<file path="src/rtl/tone_pkg.sv">
// Shared note indices, mid-octave frequency table, half-period helper and FSM states.
// Pure declarations; no timing or flow control of its own.
package tone_pkg;

  localparam int TONE_HP_W = 20;

  localparam logic [2:0] REST = 3'd0;
  localparam logic [2:0] DO   = 3'd1;
  localparam logic [2:0] RE   = 3'd2;
  localparam logic [2:0] MI   = 3'd3;
  localparam logic [2:0] FA   = 3'd4;
  localparam logic [2:0] SOL  = 3'd5;
  localparam logic [2:0] LA   = 3'd6;
  localparam logic [2:0] SI   = 3'd7;

  localparam int unsigned F_MID [7] = '{262, 294, 330, 349, 392, 440, 494};

  typedef enum logic [1:0] {IDLE, TONE, GAP} state_t;

  // Octave 3 falls through to the mid value.
  function automatic logic [TONE_HP_W-1:0] hp_of(input logic [2:0] note,
                                                 input logic [1:0] octave,
                                                 input int unsigned clk_hz);
    int unsigned hp;
    hp = 0;
    if (note != REST) hp = clk_hz / (2 * F_MID[note - 3'd1]);
    case (octave)
      2'd0:    hp = hp << 1;
      2'd2:    hp = hp >> 1;
      default: hp = hp;
    endcase
    return hp[TONE_HP_W-1:0];
  endfunction

endpackage

</file>
<file path="src/rtl/tone_generator_square_divider.sv">
// Square-wave divider: toggles out every half_period clocks while run is high.
// Latency: first toggle half_period cycles after run rises; clearing run zeroes out on the next edge.
module square_divider #(
  parameter int HP_W = 20
) (
  input  logic            clk,
  input  logic            rst,
  input  logic            run,
  input  logic [HP_W-1:0] half_period,
  output logic            out
);

  localparam logic [HP_W-1:0] ONE = HP_W'(1);

  logic [HP_W-1:0] hp_cnt;

  always_ff @(posedge clk or posedge rst) begin
    if (rst) begin
      hp_cnt <= '0;
      out    <= 1'b0;
    end else if (!run) begin
      hp_cnt <= '0;
      out    <= 1'b0;
    end else if (hp_cnt == half_period - ONE) begin
      hp_cnt <= '0;
      out    <= ~out;
    end else begin
      hp_cnt <= hp_cnt + ONE;
    end
  end

endmodule

</file>
<file path="src/rtl/tone_generator.sv">
// Note/octave to buzzer square wave with a fixed silent gap between notes.
// Latency: 1-cycle input register; free-running output, no backpressure.
module tone_generator
  import tone_pkg::*;
#(
  parameter int unsigned CLK_HZ     = 100_000_000,
  parameter int unsigned GAP_CYCLES = 2_000_000,
  parameter int          HP_W       = 20
) (
  input  logic       clk,
  input  logic       rst,
  input  logic       enable,
  input  logic [2:0] note_in,
  input  logic [1:0] octave,
  input  logic       retrig,
  output logic       speaker,
  output logic       note_active,
  output logic [2:0] cur_note
);

  localparam int GAP_W = $clog2(GAP_CYCLES + 1);
  localparam logic [GAP_W-1:0] GAP_LAST = GAP_W'(GAP_CYCLES - 1);

  state_t          state, state_nxt;
  logic [2:0]      note_q, lat_note;
  logic [1:0]      oct_q, lat_oct;
  logic [HP_W-1:0] hp_sel;
  logic [GAP_W-1:0] gap_cnt;
  logic            start, changed, run;

  always_ff @(posedge clk or posedge rst) begin
    if (rst) begin
      note_q <= REST;
      oct_q  <= 2'd0;
    end else begin
      note_q <= note_in;
      oct_q  <= octave;
    end
  end

  always_comb begin
    state_nxt = state;
    start     = 1'b0;
    changed   = (note_q == REST) || (note_q != lat_note) || (oct_q != lat_oct) || retrig;
    case (state)
      IDLE: if (enable && note_q != REST) begin
        state_nxt = TONE;
        start     = 1'b1;
      end
      TONE: begin
        if (!enable)     state_nxt = IDLE;
        else if (changed) state_nxt = GAP;
      end
      GAP: begin
        if (!enable || gap_cnt == GAP_LAST) state_nxt = IDLE;
      end
      default: state_nxt = IDLE;
    endcase
  end

  always_ff @(posedge clk or posedge rst) begin
    if (rst) begin
      state    <= IDLE;
      lat_note <= REST;
      lat_oct  <= 2'd0;
      hp_sel   <= '0;
      gap_cnt  <= '0;
    end else begin
      state <= state_nxt;
      if (start) begin
        lat_note <= note_q;
        lat_oct  <= oct_q;
        hp_sel   <= HP_W'(hp_of(note_q, oct_q, CLK_HZ));
      end
      if (state == GAP && state_nxt == GAP) gap_cnt <= gap_cnt + GAP_W'(1);
      else                                  gap_cnt <= '0;
    end
  end

  // Divider stops on the same edge that leaves TONE, so speaker is low in that cycle.
  assign run = (state == TONE) && (state_nxt == TONE);

  square_divider #(.HP_W(HP_W)) u_div (
    .clk         (clk),
    .rst         (rst),
    .run         (run),
    .half_period (hp_sel),
    .out         (speaker)
  );

  assign note_active = (state == TONE);
  assign cur_note    = note_active ? lat_note : REST;

endmodule

</file>
<file path="config.mk">
export PLATFORM = sky130hd
export DESIGN_NAME = tone_generator
export DESIGN_NICKNAME = d
export VERILOG_FILES = /design/src/rtl/tone_pkg.sv /design/src/rtl/tone_generator_square_divider.sv /design/src/rtl/tone_generator.sv
export SDC_FILE = /design/constraint.sdc
export NUM_CORES = 1
export LEC_CHECK = 0
export ABC_CLOCK_PERIOD_IN_PS = 68100
export CELL_PAD_IN_SITES_DETAIL_PLACEMENT = 0
export CELL_PAD_IN_SITES_GLOBAL_PLACEMENT = 2
export CORE_MARGIN = 2
export CORE_UTILIZATION = 40
export CTS_CLUSTER_DIAMETER = 40
export DETAILED_ROUTE_END_ITERATION = 10
export HOLD_SLACK_MARGIN = 0.06
export PLACE_DENSITY = 0.82
export SKIP_CTS_REPAIR_TIMING = 1
export SLEW_MARGIN = 20
export SYNTH_ARGS = -nofsm -noshare
export SYNTH_HDL_FRONTEND = slang
export SYNTH_SLANG_ARGS = --single-unit
</file>
<file path="constraint.sdc">
create_clock -name clk -period 68.1 [get_ports clk]
set_input_delay 20.43 -clock clk [delete_from_list [all_inputs] [get_ports clk]]
set_output_delay 20.43 -clock clk [all_outputs]
set_load 0.05 [all_outputs]
</file>
### After elaboration in Yosys (flattened, before gate mapping)

Memory sizes are Yosys's and may differ from the RTL's.
Cells that the tools add are included.

* bits in registers: 74
* latch bits: 0
* RAM bits: 0
* ROM bits: 256
* logic and storage cells: 57
* memories kept: 1

* add/subtract/negate cells: 4
* multiply operators: 0
* div/mod/pow operators: 1
* order comparisons: 1
* equality and inequality tests: 10
* shift operators: 0
* multiplexer cells: 17
* bitwise gates (word level): 2
* reduce and logical (&&, ||, !) cells: 12

Memory list
* (name not given): words 8, width 32, read ports 1, clocked after memory_dff 0, write ports 0, RTL line tone_pkg.sv:26 `if (note != REST) hp = clk_hz / (2 * F_MID[note - 3'd1]);`

Operators with widths (count)
* two-way mux 31 bit: 2
* two-way mux 21 bit: 2
* two-way mux 20 bit: 2
* one-hot mux 20 bit (2 select lines): 1
* divider 27 x 32 -> 32 bit (first input constant): 1
* adder 21 x 1 -> 21 bit (second input constant): 1
* equality test 21 bit (second input constant): 1
* adder 20 x 1 -> 20 bit (second input constant): 1
* equality test 20 bit: 1
* subtractor 20 x 1 -> 20 bit (second input constant): 1
* two-way mux 2 bit: 4
* equality test 2 bit (second input constant): 3
* one-hot mux 2 bit (3 select lines): 1
* equality test 2 x 1 -> 1 bit (second input constant): 2
* greater-or-equal comparator 4 bit (second input constant): 1
* logical NOT 2 bit: 2
* logical OR 1 bit: 4
* two-way mux 1 bit: 4
* inverter 3 -> 4 bit: 1
* logical AND 1 bit: 3
* logical NOT 3 bit: 1
* two-way mux 3 bit: 1
* != test 3 bit: 1
* nonzero test 3 bit: 1
* other kinds (5): 5

### Longest topological paths before layout

* depth in word-level cells: 10
* depth in mapped cells: 165
* gate-level depth less buffers: 145

### Cells and area by module

From an unflattened synthesis, not the netlist that was laid out.

* cell total of the unflattened synthesis: 2470
* area total of the unflattened synthesis: 17526.8 um^2

Modules (own cells, without submodules)
* tone_generator: times used 1, cells an instance 2268, area each 15867.7 um^2, sequential area each 1301.2 um^2
* square_divider: times used 1, cells an instance 202, area each 1659.1 um^2, sequential area each 525.5 um^2

### Worst setup path before layout

OpenSTA, ideal clock, no wires.

* path kind: reg-to-reg
* start point: reg note_q[1]
* end point: reg hp_sel[0]
* library setup time: 0.136 ns
* arrival time: 30.825 ns
* path slack: 37.139 ns
* cell stages (with the launch flop): 157
* buffers on the path: 17
* clock period less this slack: 30.961 ns
* path through: dfrtp_1 -> buf_2 -> inv_1 -> ha_1 -> ha_1 -> buf_4 -> buf_2 -> a21oi_1 -> inv_1 -> clkbuf_1 -> ha_1 -> nor2b_1 -> a2bb2oi_1 -> o311ai_2 -> a2111oi_2 -> nor3_2 -> o21ai_0 -> ha_1 -> (+121 left out) -> buf_4 -> nor2_1 -> buf_6 -> clkbuf_1 -> nor2_1 -> ha_1 -> a21o_1 -> a21o_1 -> xnor2_1 -> o21ai_0 -> ha_1 -> nor2b_1 -> o21ai_0 -> a21oi_1 -> a221oi_1 -> a2111oi_2 -> o31ai_1 -> a22oi_1

* cells in the longest elaborated chain, start to end: 8

RTL lines
* start, declared: RTL line tone_generator.sv:25 `logic [2:0] note_q, lat_note;`
* start signal, assigned: RTL line tone_generator.sv:36 `note_q <= note_in;`
* subtractor 3 x 1 -> 3 bit: RTL line tone_pkg.sv:26
* inverter 3 -> 4 bit (implied by the code): RTL line tone_pkg.sv:26
* memory read (8 x 32 bit)
* two-way mux 31 bit (implied by the code) (2 in a row): RTL line tone_pkg.sv:26
* divider 27 x 32 -> 32 bit: RTL line tone_pkg.sv:26
* two-way mux 21 bit: RTL line tone_pkg.sv:26
* one-hot mux 20 bit (2 select lines): RTL line tone_pkg.sv:27 `case (octave)`
* end signal, assigned: RTL line tone_generator.sv:73 `hp_sel <= HP_W'(hp_of(note_q, oct_q, CLK_HZ));`
* end, declared: RTL line tone_generator.sv:27 `logic [HP_W-1:0] hp_sel;`

Several ways; a longest one is shown, not always the timed one. The select of a mux whose other input is x is not followed.
A chain may end at the register's enable or synchronous reset.

### Worst setup path after layout

* start point: reg note_q[0]
* end point: reg hp_sel[0]

The elaborated chain is that of the path after synthesis.

==> qor.txt <==
STA
------------------------------------------------------------------------------------------------------
Final critical path time including I/O delays and setup .................................     36.12 ns
Final Setup Violations ..................................................................            0
Upper clock frequency limit .............................................................     27.7 MHz
RSZ-0062 raised after global routing ....................................................        false
Slew HR .................................................................................        21.5%
Period utilisation layout ...............................................................        53.0%
Worst path setup slack after routing ....................................................     31.98 ns
Worst Clk Skew ..........................................................................   0.00712 ns
Slew Limit Fails ........................................................................            0
Worst-Margin Slew .......................................................................      1.15 ns
Setup TNS ...............................................................................         0 ns
Endpoints failing hold ..................................................................            0

DRT
------------------------------------------------------------------------------------------------------
Remaining number of nets flagged by the antenna check after routing .....................            0
Routed length per placed instance .......................................................      22.6 um
Length of routed met2 wiring ............................................................      30.6 mm
Aggregate routed wire length ............................................................      67.2 mm
Highest metal used ......................................................................         met4
Routed via count divided by cell count ..................................................         6.54
Residual DRC count ......................................................................            0
Initial detailed-routing violation count ................................................         1690
Detailed-router iteration count before antenna repair ...................................            6
Total routed wire length on the met1 layer ..............................................      30.6 mm
Met3 wire length ........................................................................      4.12 mm
Number of vias after detailed routing ...................................................        19.5k

GLOBAL ROUTE
------------------------------------------------------------------------------------------------------
Number of global-route vias before repair ...............................................        18.3k
Overall overflow remaining after global route ...........................................            0
Global routing usage summed across all routing layers ...................................        29.5%
Pin count of the biggest net entering global routing ....................................           72
Initial antenna violation count .........................................................            0
Global-route wire length before repair ..................................................       106 mm

FINISH
------------------------------------------------------------------------------------------------------
Area grow syn2layout ....................................................................        5.07%
Most frequent standard cell in the layout excluding fill and tap cells ..................       nor2_1
Final instance count without filler cells ...............................................         2979
Layout filler cell count ................................................................         4567
Diode count .............................................................................            0
Cell area after layout ..................................................................   0.0183 mm2
Final net count .........................................................................         2495
Share of cells above drive strength 1 ...................................................        9.65%
Leading cell types in the layout, fill and taps excluded ................................ nor2_1 (274), nand2_1 (253), a21oi_1 (153)

SYNTHESIS
------------------------------------------------------------------------------------------------------
Area of the mapped netlist ..............................................................   0.0174 mm2
Number of enable flip-flop cells after synthesis ........................................            0
Combinational family with the most area after synthesis ................................. simple AND/OR/NAND/NOR gates
Mapped Nets .............................................................................         2555
Area share of fa/ha/maj cells after synthesis ...........................................        7.32%
Proportion of synthesized flip-flops having asynchronous set or reset ...................         100%
Ys flop type ............................................................................      dfrtp_1
Sequential area share after synthesis ...................................................        10.5%
Number of instances in the synthesized netlist ..........................................         2449
Yosys cell types ........................................................................          132
Synthesis Warnings ......................................................................            0
Share of the synthesized netlist area taken by xor and xnor gates .......................        9.62%
Post-synthesis simple-gate area fraction ................................................        32.8%
Mux cell area share after synthesis .....................................................        3.47%
Syn avg cell area .......................................................................     7.11 um2
Compound-gate portion of the synthesized area ...........................................        31.9%
Number of synthesized register bits .....................................................           73

SETUP PATH
------------------------------------------------------------------------------------------------------
FF-to-FF Start ..........................................................................    note_q[0]
Worst path arrival time .................................................................     36.30 ns
Highest fanout seen on the critical path ................................................           30
Startpoint types ........................................................................         flop
Data required time of the worst path ....................................................     68.28 ns
Slowest stage cell on the critical path .................................................      dfrtp_1
Slack of the worst reg-to-reg path ......................................................     31.98 ns
CP dominant cell by count ...............................................................         ha_1
CP Class ................................................................................ flop to flop
Number of cell instances on the worst register-to-register path .........................          142
Reg2reg end .............................................................................    hp_sel[0]
Element type at the critical path end ...................................................         flop
Biggest cell delay along the critical path ..............................................      0.87 ns

CLOCK NETWORK
------------------------------------------------------------------------------------------------------
Clock transition at the register clock pins on the worst setup and hold paths after CTS .      0.06 ns
Maximum clock path buffer count .........................................................            2
CTS Root Buffer Type ....................................................................    clkbuf_16
Clk_lat worst skew ......................................................................      0.34 ns
Maximum level of the CTS H-tree .........................................................            3
Number of sinks handled by clock tree synthesis .........................................           73
TritonCTS clock tree ....................................................................          yes
TritonCTS buffer count ..................................................................            9

FLOW RUN
------------------------------------------------------------------------------------------------------
Max Cap Viol ............................................................................            0

WORST HOLD PATH
------------------------------------------------------------------------------------------------------
Worst hold path endpoint ................................................................   gap_cnt[0]
Hold Path Stages ........................................................................            1
Hold crit path type ..................................................................... flop to flop
Beginning of the worst hold path ........................................................   gap_cnt[0]

FLOORPLANNING
------------------------------------------------------------------------------------------------------
Core Rows ...............................................................................           76
Die area ................................................................................   0.0452 mm2
Placeable core region ...................................................................   0.0430 mm2
Number of top-level pins ................................................................           14
Horizontal die dimension ................................................................       213 um
Die extent in y .........................................................................       213 um
Initial standard-cell utilization of the core ...........................................        40.5%

PLACED DESIGN
------------------------------------------------------------------------------------------------------
Port Buffers ............................................................................           13
Routability-driven placement congestion ratio ...........................................        0.957
Placed insts ............................................................................         2963
HPWL reported at the end of detailed placement ..........................................      52.3 mm
Post-DP Area ............................................................................   0.0180 mm2
Setup WS pre-CTS ........................................................................     32.61 ns

STATUS
------------------------------------------------------------------------------------------------------
Run status .............................................................................. complete, no violations

[kinds of logic after synthesis]
| kind of cell | Yosys count |
|---|---|
| AO/OA/AOI/OAI | 771 |
| multiplexers | 55 |
| AND/OR/NAND/NOR | 1083 |
| buffers and inverters | 177 |
| XOR/XNOR | 187 |
| flip-flops | 73 |
| adder cells (fa/ha/maj) | 103 |
[flip-flops by register name, summed over array words and instances, names as in the netlist]
signal and cells:
oct_q 2, u_div.hp_cnt 20, u_div.out 1, state 2, hp_sel 19, note_q 3, lat_oct 2, gap_cnt 21
lat_note 3
[synth_stat cells, drive strengths merged (12+ instances only)]
cell	count	area [um2]
o21a	27	210
a21o	43	324
nand2	254	956
buf	45	269
mux2i	28	297
or2	26	165
nor3	97	607
and2	26	165
a21boi	15	116
nand3	114	613
xnor2	124	1090
nand2b	26	163
a31o	14	123
nor2b	22	138
ha	97	1210
mux2	27	308
and4	19	171
a21oi	158	810
a211oi	48	413
or4	13	109
dfrtp	73	1830
a311oi	12	111
o31ai	27	231
xor2	62	566
or3	27	174
nor4	39	329
and3	46	288
a41oi	13	114
o21ai	154	790
clkbuf	71	267
o22ai	14	93.8
nor3b	13	103
a31oi	57	412
o211ai	36	314
nor4b	12	126
a2111oi	16	191
inv	59	221
nand4	50	353
nor2	274	1030
o31a	13	114
[worst max-delay path, delay by kind of cell (launching register included)]
kind            cells  cell delay [ns]
flops               1             0.87
xor+xnor            2             0.28
buf+inv             5             1.50
fa+ha+maj          18             6.38
compound gates     52            10.65
simple gates       61            14.78
mux                 4             1.39
[per-stage QoR]
| step | util [%] | hold slack [ns] |
|---|---|---|
| after global placement | 41.9 | 0.504 |
| after global routing | 42.6 | 0.541 |
| after detailed placement | 41.9 | 0.500 |
| final | 42.6 | 0.514 |
| after floorplan | - | 0.469 |
| after CTS | 42.6 | 0.509 |
[layer usage]
layer / GRT usage (%) / up-vias
met3: 2.14 / 126
met1: 41.0 / 9379
met5: 0 / -
met2: 48.6 / 791
li1: - / 9194
met4: 9.16 / 0
[area by class of cell]
class / instances / area, um2 / area share [%]
multi-input cells: 2199 / 14800 / 81.1
inverters: 61 / 229 / 1.25
flip-flops and latches: 73 / 1830 / 9.99
well taps: 585 / 732 / 4.00
repair buffers: 45 / 370 / 2.02
clock buffers: 9 / 225 / 1.23
clock inverters: 7 / 78.8 / 0.431
[worst max-delay path by stage]
stage                            to  cells past startpoint  startpoint
after floorplan           hp_sel[0]                    156   note_q[1]
after global placement    hp_sel[0]                    142   note_q[0]
after detailed placement  hp_sel[0]                    142   note_q[0]
after CTS                 hp_sel[0]                    142   note_q[0]
after global routing      hp_sel[0]                    138   note_q[0]
final                     hp_sel[0]                    142   note_q[0]
Power is left out: the tool's default activity adds up to more than one toggle a clock period on the data nets, which glitch-free logic cannot reach.
